File: config.mk
export PLATFORM = sky130hd
export DESIGN_NAME = arithmetic_unit
export DESIGN_NICKNAME = d
export VERILOG_FILES = /design/src/rtl/arith_pkg.sv /design/src/rtl/arith_shifter.sv /design/src/rtl/arithmetic_unit.sv
export SDC_FILE = /design/constraint.sdc
export NUM_CORES = 1
export LEC_CHECK = 0
export ABC_AREA = 0
export CAP_MARGIN = 20
export CORE_UTILIZATION = 55
export CTS_CLUSTER_SIZE = 25
export DETAILED_ROUTE_END_ITERATION = 8
export PLACE_DENSITY = 0.82
export SYNTH_ARGS = -nofsm -noshare
export SYNTH_HDL_FRONTEND = slang
export SYNTH_SLANG_ARGS = --single-unit
File: constraint.sdc
create_clock -name clk -period 4.73 [get_ports clk]
set_input_delay 0.473 -clock clk [delete_from_list [all_inputs] [get_ports clk]]
set_output_delay 0.473 -clock clk [all_outputs]
set_load 0.01 [all_outputs]
File: src/rtl/arith_pkg.sv
// rtl/arith_pkg.sv - shared funct3/funct7 encodings and datapath width for the ALU
package arith_pkg;

    localparam int XLEN = 32;

    typedef enum logic [2:0] {
        ADD_SUB = 3'd0,
        SLL     = 3'd1,
        SLT     = 3'd2,
        SLTU    = 3'd3,
        XOR     = 3'd4,
        SR      = 3'd5,
        OR      = 3'd6,
        AND     = 3'd7
    } funct3_e;

    localparam logic [6:0] F7_BASE = 7'h00;
    localparam logic [6:0] F7_ALT  = 7'h20;

endpackage

File: src/rtl/arith_shifter.sv
// rtl/arith_shifter.sv - barrel shifter for SLL/SRL/SRA using the full rhs as amount
module arith_shifter #(
    parameter int XLEN = 32
) (
    input  logic [XLEN-1:0] data,
    input  logic [XLEN-1:0] amount,
    input  logic            shift_right,
    input  logic            arith,
    output logic [XLEN-1:0] shifted
);

    localparam int SW = $clog2(XLEN);
    localparam logic [XLEN-1:0] LIMIT = XLEN'(XLEN);

    logic [SW-1:0] shamt;
    logic          saturate;
    logic          fill;

    always_comb begin
        shamt    = amount[SW-1:0];
        saturate = (amount >= LIMIT);
        // Only an arithmetic right shift replicates the sign once everything is shifted out
        fill     = shift_right & arith & data[XLEN-1];
        if (saturate) begin
            shifted = {XLEN{fill}};
        end else if (!shift_right) begin
            shifted = data << shamt;
        end else if (arith) begin
            shifted = $unsigned($signed(data) >>> shamt);
        end else begin
            shifted = data >> shamt;
        end
    end

endmodule

File: src/rtl/arithmetic_unit.sv
// rtl/arithmetic_unit.sv - RV32I register-register ALU with combinational and registered result
module arithmetic_unit #(
    parameter int XLEN = arith_pkg::XLEN
) (
    input  logic            clk,
    input  logic            rst,
    input  logic [XLEN-1:0] lhs,
    input  logic            lhs_valid,
    input  logic [XLEN-1:0] rhs,
    input  logic            rhs_valid,
    input  logic [2:0]      operation,
    input  logic            operation_valid,
    input  logic [6:0]      metadata,
    input  logic            metadata_valid,
    output logic [XLEN-1:0] result,
    output logic            arithmetic_code_legal,
    output logic            result_valid,
    output logic [XLEN-1:0] result_q,
    output logic            result_valid_q
);

    import arith_pkg::*;

    logic [XLEN-1:0] shifted;
    logic [XLEN-1:0] alu_out;
    logic [XLEN-1:0] result_d;
    logic            result_valid_d;
    logic            alt;

    assign alt = (metadata == F7_ALT);

    arith_shifter #(.XLEN(XLEN)) u_shifter (
        .data        (lhs),
        .amount      (rhs),
        .shift_right (operation == SR),
        .arith       (alt),
        .shifted     (shifted)
    );

    always_comb begin
        arithmetic_code_legal = (metadata == F7_BASE)
                              || (alt && (operation == ADD_SUB || operation == SR));
        alu_out = '0;
        case (funct3_e'(operation))
            ADD_SUB: alu_out = alt ? (lhs - rhs) : (lhs + rhs);
            SLL:     alu_out = shifted;
            SLT:     alu_out = {{(XLEN-1){1'b0}}, ($signed(lhs) < $signed(rhs))};
            SLTU:    alu_out = {{(XLEN-1){1'b0}}, (lhs < rhs)};
            XOR:     alu_out = lhs ^ rhs;
            SR:      alu_out = shifted;
            OR:      alu_out = lhs | rhs;
            AND:     alu_out = lhs & rhs;
            default: alu_out = '0;
        endcase
        result_valid = lhs_valid & rhs_valid & operation_valid & metadata_valid
                     & arithmetic_code_legal;
        result       = result_valid ? alu_out : '0;
    end

    always_comb begin
        result_d       = result;
        result_valid_d = result_valid;
    end

    always_ff @(posedge clk or negedge rst) begin
        if (!rst) begin
            result_q       <= '0;
            result_valid_q <= 1'b0;
        end else begin
            result_q       <= result_d;
            result_valid_q <= result_valid_d;
        end
    end

endmodule

# [Word-level counts from Yosys, hierarchy flattened]
# Cells that the tools add are included.
[classes] n_eq_ne=8 order_cmp=3 n_mux=6 n_mul=0 bitwise=9 reduce_logical=6 n_addsub=2 n_shift=3 div=0
[ops] op="one-hot mux 32 bit (7 select lines)" count=1
[ops] op="2-to-1 mux 32 bit" count=5
[ops] op="less-than comparator 32 bit" count=2
[ops] op="adder 32 bit" count=1
[ops] op="AND 32 bit" count=1
[ops] op="greater-or-equal comparator 32 x 6 -> 1 bit, second input constant" count=1
[ops] op="bitwise OR 32 bit" count=1
[ops] op="left shift 32 x 5 -> 32 bit" count=1
[ops] op="right shift 32 x 5 -> 32 bit" count=1
[ops] op=">>> shifter 32 x 5 -> 32 bit" count=1
[ops] op="subtractor 32 bit" count=1
[ops] op="bitwise XOR 32 bit" count=1
[ops] op="== test 3 bit, second input constant" count=4
[ops] op="== test 7 x 6 -> 1 bit, second input constant" count=1
[ops] op="zero test 7 bit" count=1
[ops] op="AND 1 bit" count=6
[ops] op="== test 3 x 2 -> 1 bit, second input constant" count=2
[ops] op="== test 3 x 1 -> 1 bit, second input constant" count=1
[ops] op="zero test 3 bit" count=1
[ops] op="logical OR 1 bit" count=2
[ops] op="OR reduction 2 bit" count=1
[ops] op="logical AND 1 bit" count=1
[totals] rom_bits=0 latch_bits=0 reg_bits=33 elab_cells=39 ram_bits=0 memories=0 out_inout_bits=67

# [Depth between registers and ports, before layout]
[depth] word_depth=6 ltp_mapped=14 ltp_nobuf=13

# [Cells and area by module]
# From an unflattened synthesis, not the netlist that was laid out.
[unflattened] hier_cells=1494 hier_area_um2=11143.2
[by_module_without_submodules] mod="arithmetic_unit" area_each_um2=6175.9 n_inst=1 cells_each=873
[by_module_without_submodules] mod="arith_shifter" area_each_um2=4967.3 n_inst=1 cells_each=621

# [Worst setup path after synthesis]
# Ideal clock, no wire load.
[synth_path] path_kind="input to output" start="input port rhs[1]" end="output port result[30]" t_required_ns=4.257 path_buffers=3 stages=14 path_slack_ns=0.463 arrival_ns=3.794 cell_sequence="buf_4 buf_4 buf_2 inv_1 fa_1 nor2b_1 o21ai_1 a31oi_1 o211ai_1 a2111oi_2 or2_4 a2111oi_2 o21ai_1 a2111oi_0"
[synth_between] elab_chain_len=6 elab_cells_between_ends=12 classes_between="add/sub: 2; order compare: 1; shift: 3; mux: 6"
[synth_rtl] element="from (decl)" line="arithmetic_unit.sv:9" source="input logic [XLEN-1:0] rhs,"
[synth_rtl] element="parallel branches: the longest is 4 deep, another holds adder 32 bit"
[synth_rtl] element="one-hot mux 32 bit (7 select lines) (*)" line="arithmetic_unit.sv:44" source="case (funct3_e'(operation))"
[synth_rtl] element="2-to-1 mux 32 bit (*)" line="arithmetic_unit.sv:57" source="result = result_valid ? alu_out : '0;"
[synth_rtl] element="to (decl)" line="arithmetic_unit.sv:15" source="output logic [XLEN-1:0] result,"
# Every way passes the cells marked *.

# [Worst setup path after layout]
[layout_path] start="input port lhs[0]" end="output port result[20]"
[layout_between] elab_chain_len=6 elab_cells_between_ends=11 classes_between="add/sub: 2; shift: 3; mux: 6"
[layout_rtl] element="from (decl)" line="arithmetic_unit.sv:7" source="input logic [XLEN-1:0] lhs,"
[layout_rtl] element="parallel branches: the longest is 4 deep, another holds adder 32 bit"
[layout_rtl] element="one-hot mux 32 bit (7 select lines) (*)" line="arithmetic_unit.sv:44"
[layout_rtl] element="2-to-1 mux 32 bit (*)" line="arithmetic_unit.sv:57"
# Marked as above.

==> results by group <==
STA
  – Worst-margin pin slew: approximately 1.0 ns
  – Max Fclk: between 0.2 and 0.25 GHz
  – Tcrit/Tclk final: between 90% and 100%
  – Hold WS: about 0.28 ns
  – Fin crit period: roughly 4.7 ns
  – Pins Over Slew Limit: 0
  – Final setup viols: 0
  – Max-Slew Margin vs Limit: 31.1%
  – Final-report hold violation count: 0
  – RSZ-0062 raised after global routing: true

Critical path
  – WP data arrival: roughly 4.2 ns
  – Crit path cell chain: clkdlybuf4s50_1 -> ha_2 -> fa_1 -> a211oi_2 -> buf_4 -> o211ai_1 -> a31o_2 -> a21o_1 -> a31oi_1 -> a21o_1 -> a211oi_1 -> xnor2_1 -> a211oi_1 -> clkdlybuf4s50_1
  – Type of the worst setup path: input pin to output port
  – CP peak stage delay: 0.61 ns
  – Worst path slowest cell: clkdlybuf4s50_1
  – Worst-path fanout max: 4
  – Critical Path RT: approximately 4.3 ns
  – Worst Setup End Kind: output port
  – Setup crit end: result[20]
  – Critical Path Source Type: input pin
  – CP startpoint: lhs[0]

Global routing
  – GRT Util Overall: between 40% and 50%
  – Initial antenna violation count: 1
  – Pin count of the biggest net entering global routing: 99
  – First-pass GRT wire length: between 60,000 and 70,000 um
  – Vias in the first global route: around 12,000
  – GR Overflow Total: 0

CTS
  – CTS tree: done
  – H-tree depth: 2
  – CTS sink cnt: 33
  – Clk buf depth: 2
  – Num CTS Buffers: 5
  – Root buf cell: clkbuf_16
  – Clk pin slew, worst setup/hold paths: around 0.06 ns
  – CTS Hold Bufs: 0

Yosys
  – Synth area leader: ha_1
  – Ranking of synthesized cells by area: ha_1 13%, mux4_2 9.3%, dfrtp_1 8.3%
  – Cells after Synth: 1,380
  – Fraction of registers with async set/reset: between 90% and 100%
  – Post-Syn Nets: ~1,600
  – Mapped Avg Cell Area: 7.23 um2
  – Register bit total from synthesis: 33
  – Synth top area share: 12.5%
  – Sequential area share after synthesis: 8.28%
  – Post-synthesis cell area: about 10000 um2
  – Top_reg_cell synth: dfrtp_1
  – EDFF count, synth: 0
  – Cell variety after synth: roughly 70
  – Synth Warn #: 0

Outcome
  – Status: finished, final reports clean

Power and ir drop
  – Leakage: around 5.6 nW
  – Total power: ~0.0019 W
  – Peak VDD IR: about 140 uV
  – Pwr/cell area: around 150 nW/um2

Floorplanning
  – Die height: about 140 um
  – Die Wd: 137 um
  – Die Area: 18,700 um2
  – Placeable Area: 17,500 um2
  – Initial Util: a little under three fifths
  – Io pins: roughly 150
  – Row cnt: 48

Final layout
  – Layout cells sized above 1: between 10% and 20%
  – Diode count: 0
  – Area Growth Syn to Fin: 28.9%
  – Post-layout nets: 1,778

Drt
  – Routed len/inst: 24.6 um
  – DR iter-0 viols: between 1,500 and 2,000
  – Via-to-Cell Ratio: slightly below 7
  – Final wirelength: ~45,000 um
  – Detailed Routing Iterations Pass 1: 8
  – Via Count: 12,600
  – Final antenna-violating net count: 0
  – DRC: 0

Placement
  – DP HPWL: ~34,000 um
  – Gpl congestion: 1.06
  – Port bufs: 146

Flow run
  – Max-Cap Viols: 0

Hold path
  – Hold Crit Class: input pin to async pin
## flip-flops by register name (all words and copies together), names as in the netlist
register and flops:
result_q 32, result_valid_q 1
## placed cells by master, fill, tap and decap left out, drive strengths merged, types with 9 or more instances in the layout
master,n
buf,184
nor2,164
a21oi,134
clkdlybuf4s50,132
ha,100
inv,100
nand2,98
o21ai,97
a211oi,56
mux2i,49
mux4,41
a31oi,36
dfrtp,33
nor3,31
nand3,27
mux2,23
nor2b,22
o211ai,21
xnor2,21
o221ai,13
a211o,13
o32ai,12
o21bai,12
nor4,12
o31ai,11
a221oi,10
a2111oi,10
or3,9
a21o,9
## power by group
part	switching, W	total (W)	internal, W
registers	0.0000000174	0.000282	0.000282
logic	0.000744	0.00128	0.000532
clock network	0.000136	0.000329	0.000194
## how the worst min path moves through the flow
stage,to,cells after the start
2_1_floorplan,result_q[0],0
3_3_place_gp,result_q[23],1
3_5_place_dp,result_q[23],1
4_1_cts,result_q[23],1
5_1_grt,result_valid_q,1
6_report,result_q[23],1
## worst max-delay path: cells and delay by family
kind,cells,cell delay [ns]
AO/OA/AOI/OAI,8,1.71
buffers and inverters,3,1.21
adder cells (fa/ha/maj),2,0.66
XOR/XNOR,1,0.12
## routing by layer
metal  track usage, %  part of all wire, %
met5                0                0.027
met2             72.6                   43
met4             33.5                  8.4
met3             10.8                   13
met1             58.9                   36
## through the flow
stage / area [um2] / std cells / setup slack [ns] / utilization [%] / TNS [ns]
2_1_floorplan: 9980 / 1380 / 0.463 / - / 0
3_3_place_gp: 12500 / 1806 / -0.437 / 71.5 / -1.52
3_5_place_dp: 12500 / 1806 / -0.340 / 71.5 / -1.27
4_1_cts: 12700 / 1818 / 0.000740 / 72.8 / 0
5_1_grt: 12900 / 1822 / -0.0983 / 73.6 / -0.308
6_report: 12900 / 1822 / 0.0560 / 73.6 / 0
## cell usage after synthesis, drive strengths merged (13+ instances only)
| cell type | number |
|---|---|
| a211o | 13 |
| a211oi | 56 |
| a21oi | 134 |
| a31oi | 36 |
| buf | 56 |
| clkbuf | 60 |
| dfrtp | 33 |
| ha | 100 |
| inv | 100 |
| mux2 | 23 |
| mux2i | 49 |
| mux4 | 41 |
| nand2 | 98 |
| nand3 | 27 |
| nor2 | 164 |
| nor2b | 22 |
| nor3 | 31 |
| o211ai | 21 |
| o21ai | 97 |
| o221ai | 13 |
| xnor2 | 21 |
## kinds of logic after synthesis
logic type / count (synthesis) / share of synthesized area [%]
buffers and inverters: 218 / 9.29
AO/OA/AOI/OAI: 489 / 32.0
AND/OR/NAND/NOR: 396 / 18.1
multiplexers: 113 / 16.8
flip-flops: 33 / 8.28
XOR/XNOR: 29 / 2.55
adder cells (fa/ha/maj): 102 / 12.9
## what timing repair did
| action | CTS | global route |
|---|---|---|
| endpoints found under the setup margin | 13 | 20 |
| buffers inserted | 4 | 4 |
| resized for setup | 19 | 29 |
| pin swaps | 3 | 11 |
## cell type report
| class | instances | area (um2) |
|---|---|---|
| Clock buffer | 6 | 129 |
| Clock inverter | 2 | 10.0 |
| Fill cell | 1452 | 4620 |
| Inverter | 102 | 383 |
| Multi-Input combinational cell | 1129 | 8390 |
| Sequential cell | 33 | 826 |
| Tap cell | 225 | 282 |
| Timing Repair Buffer | 325 | 2840 |
No activity file was read; power rests on OpenSTA's default activity.
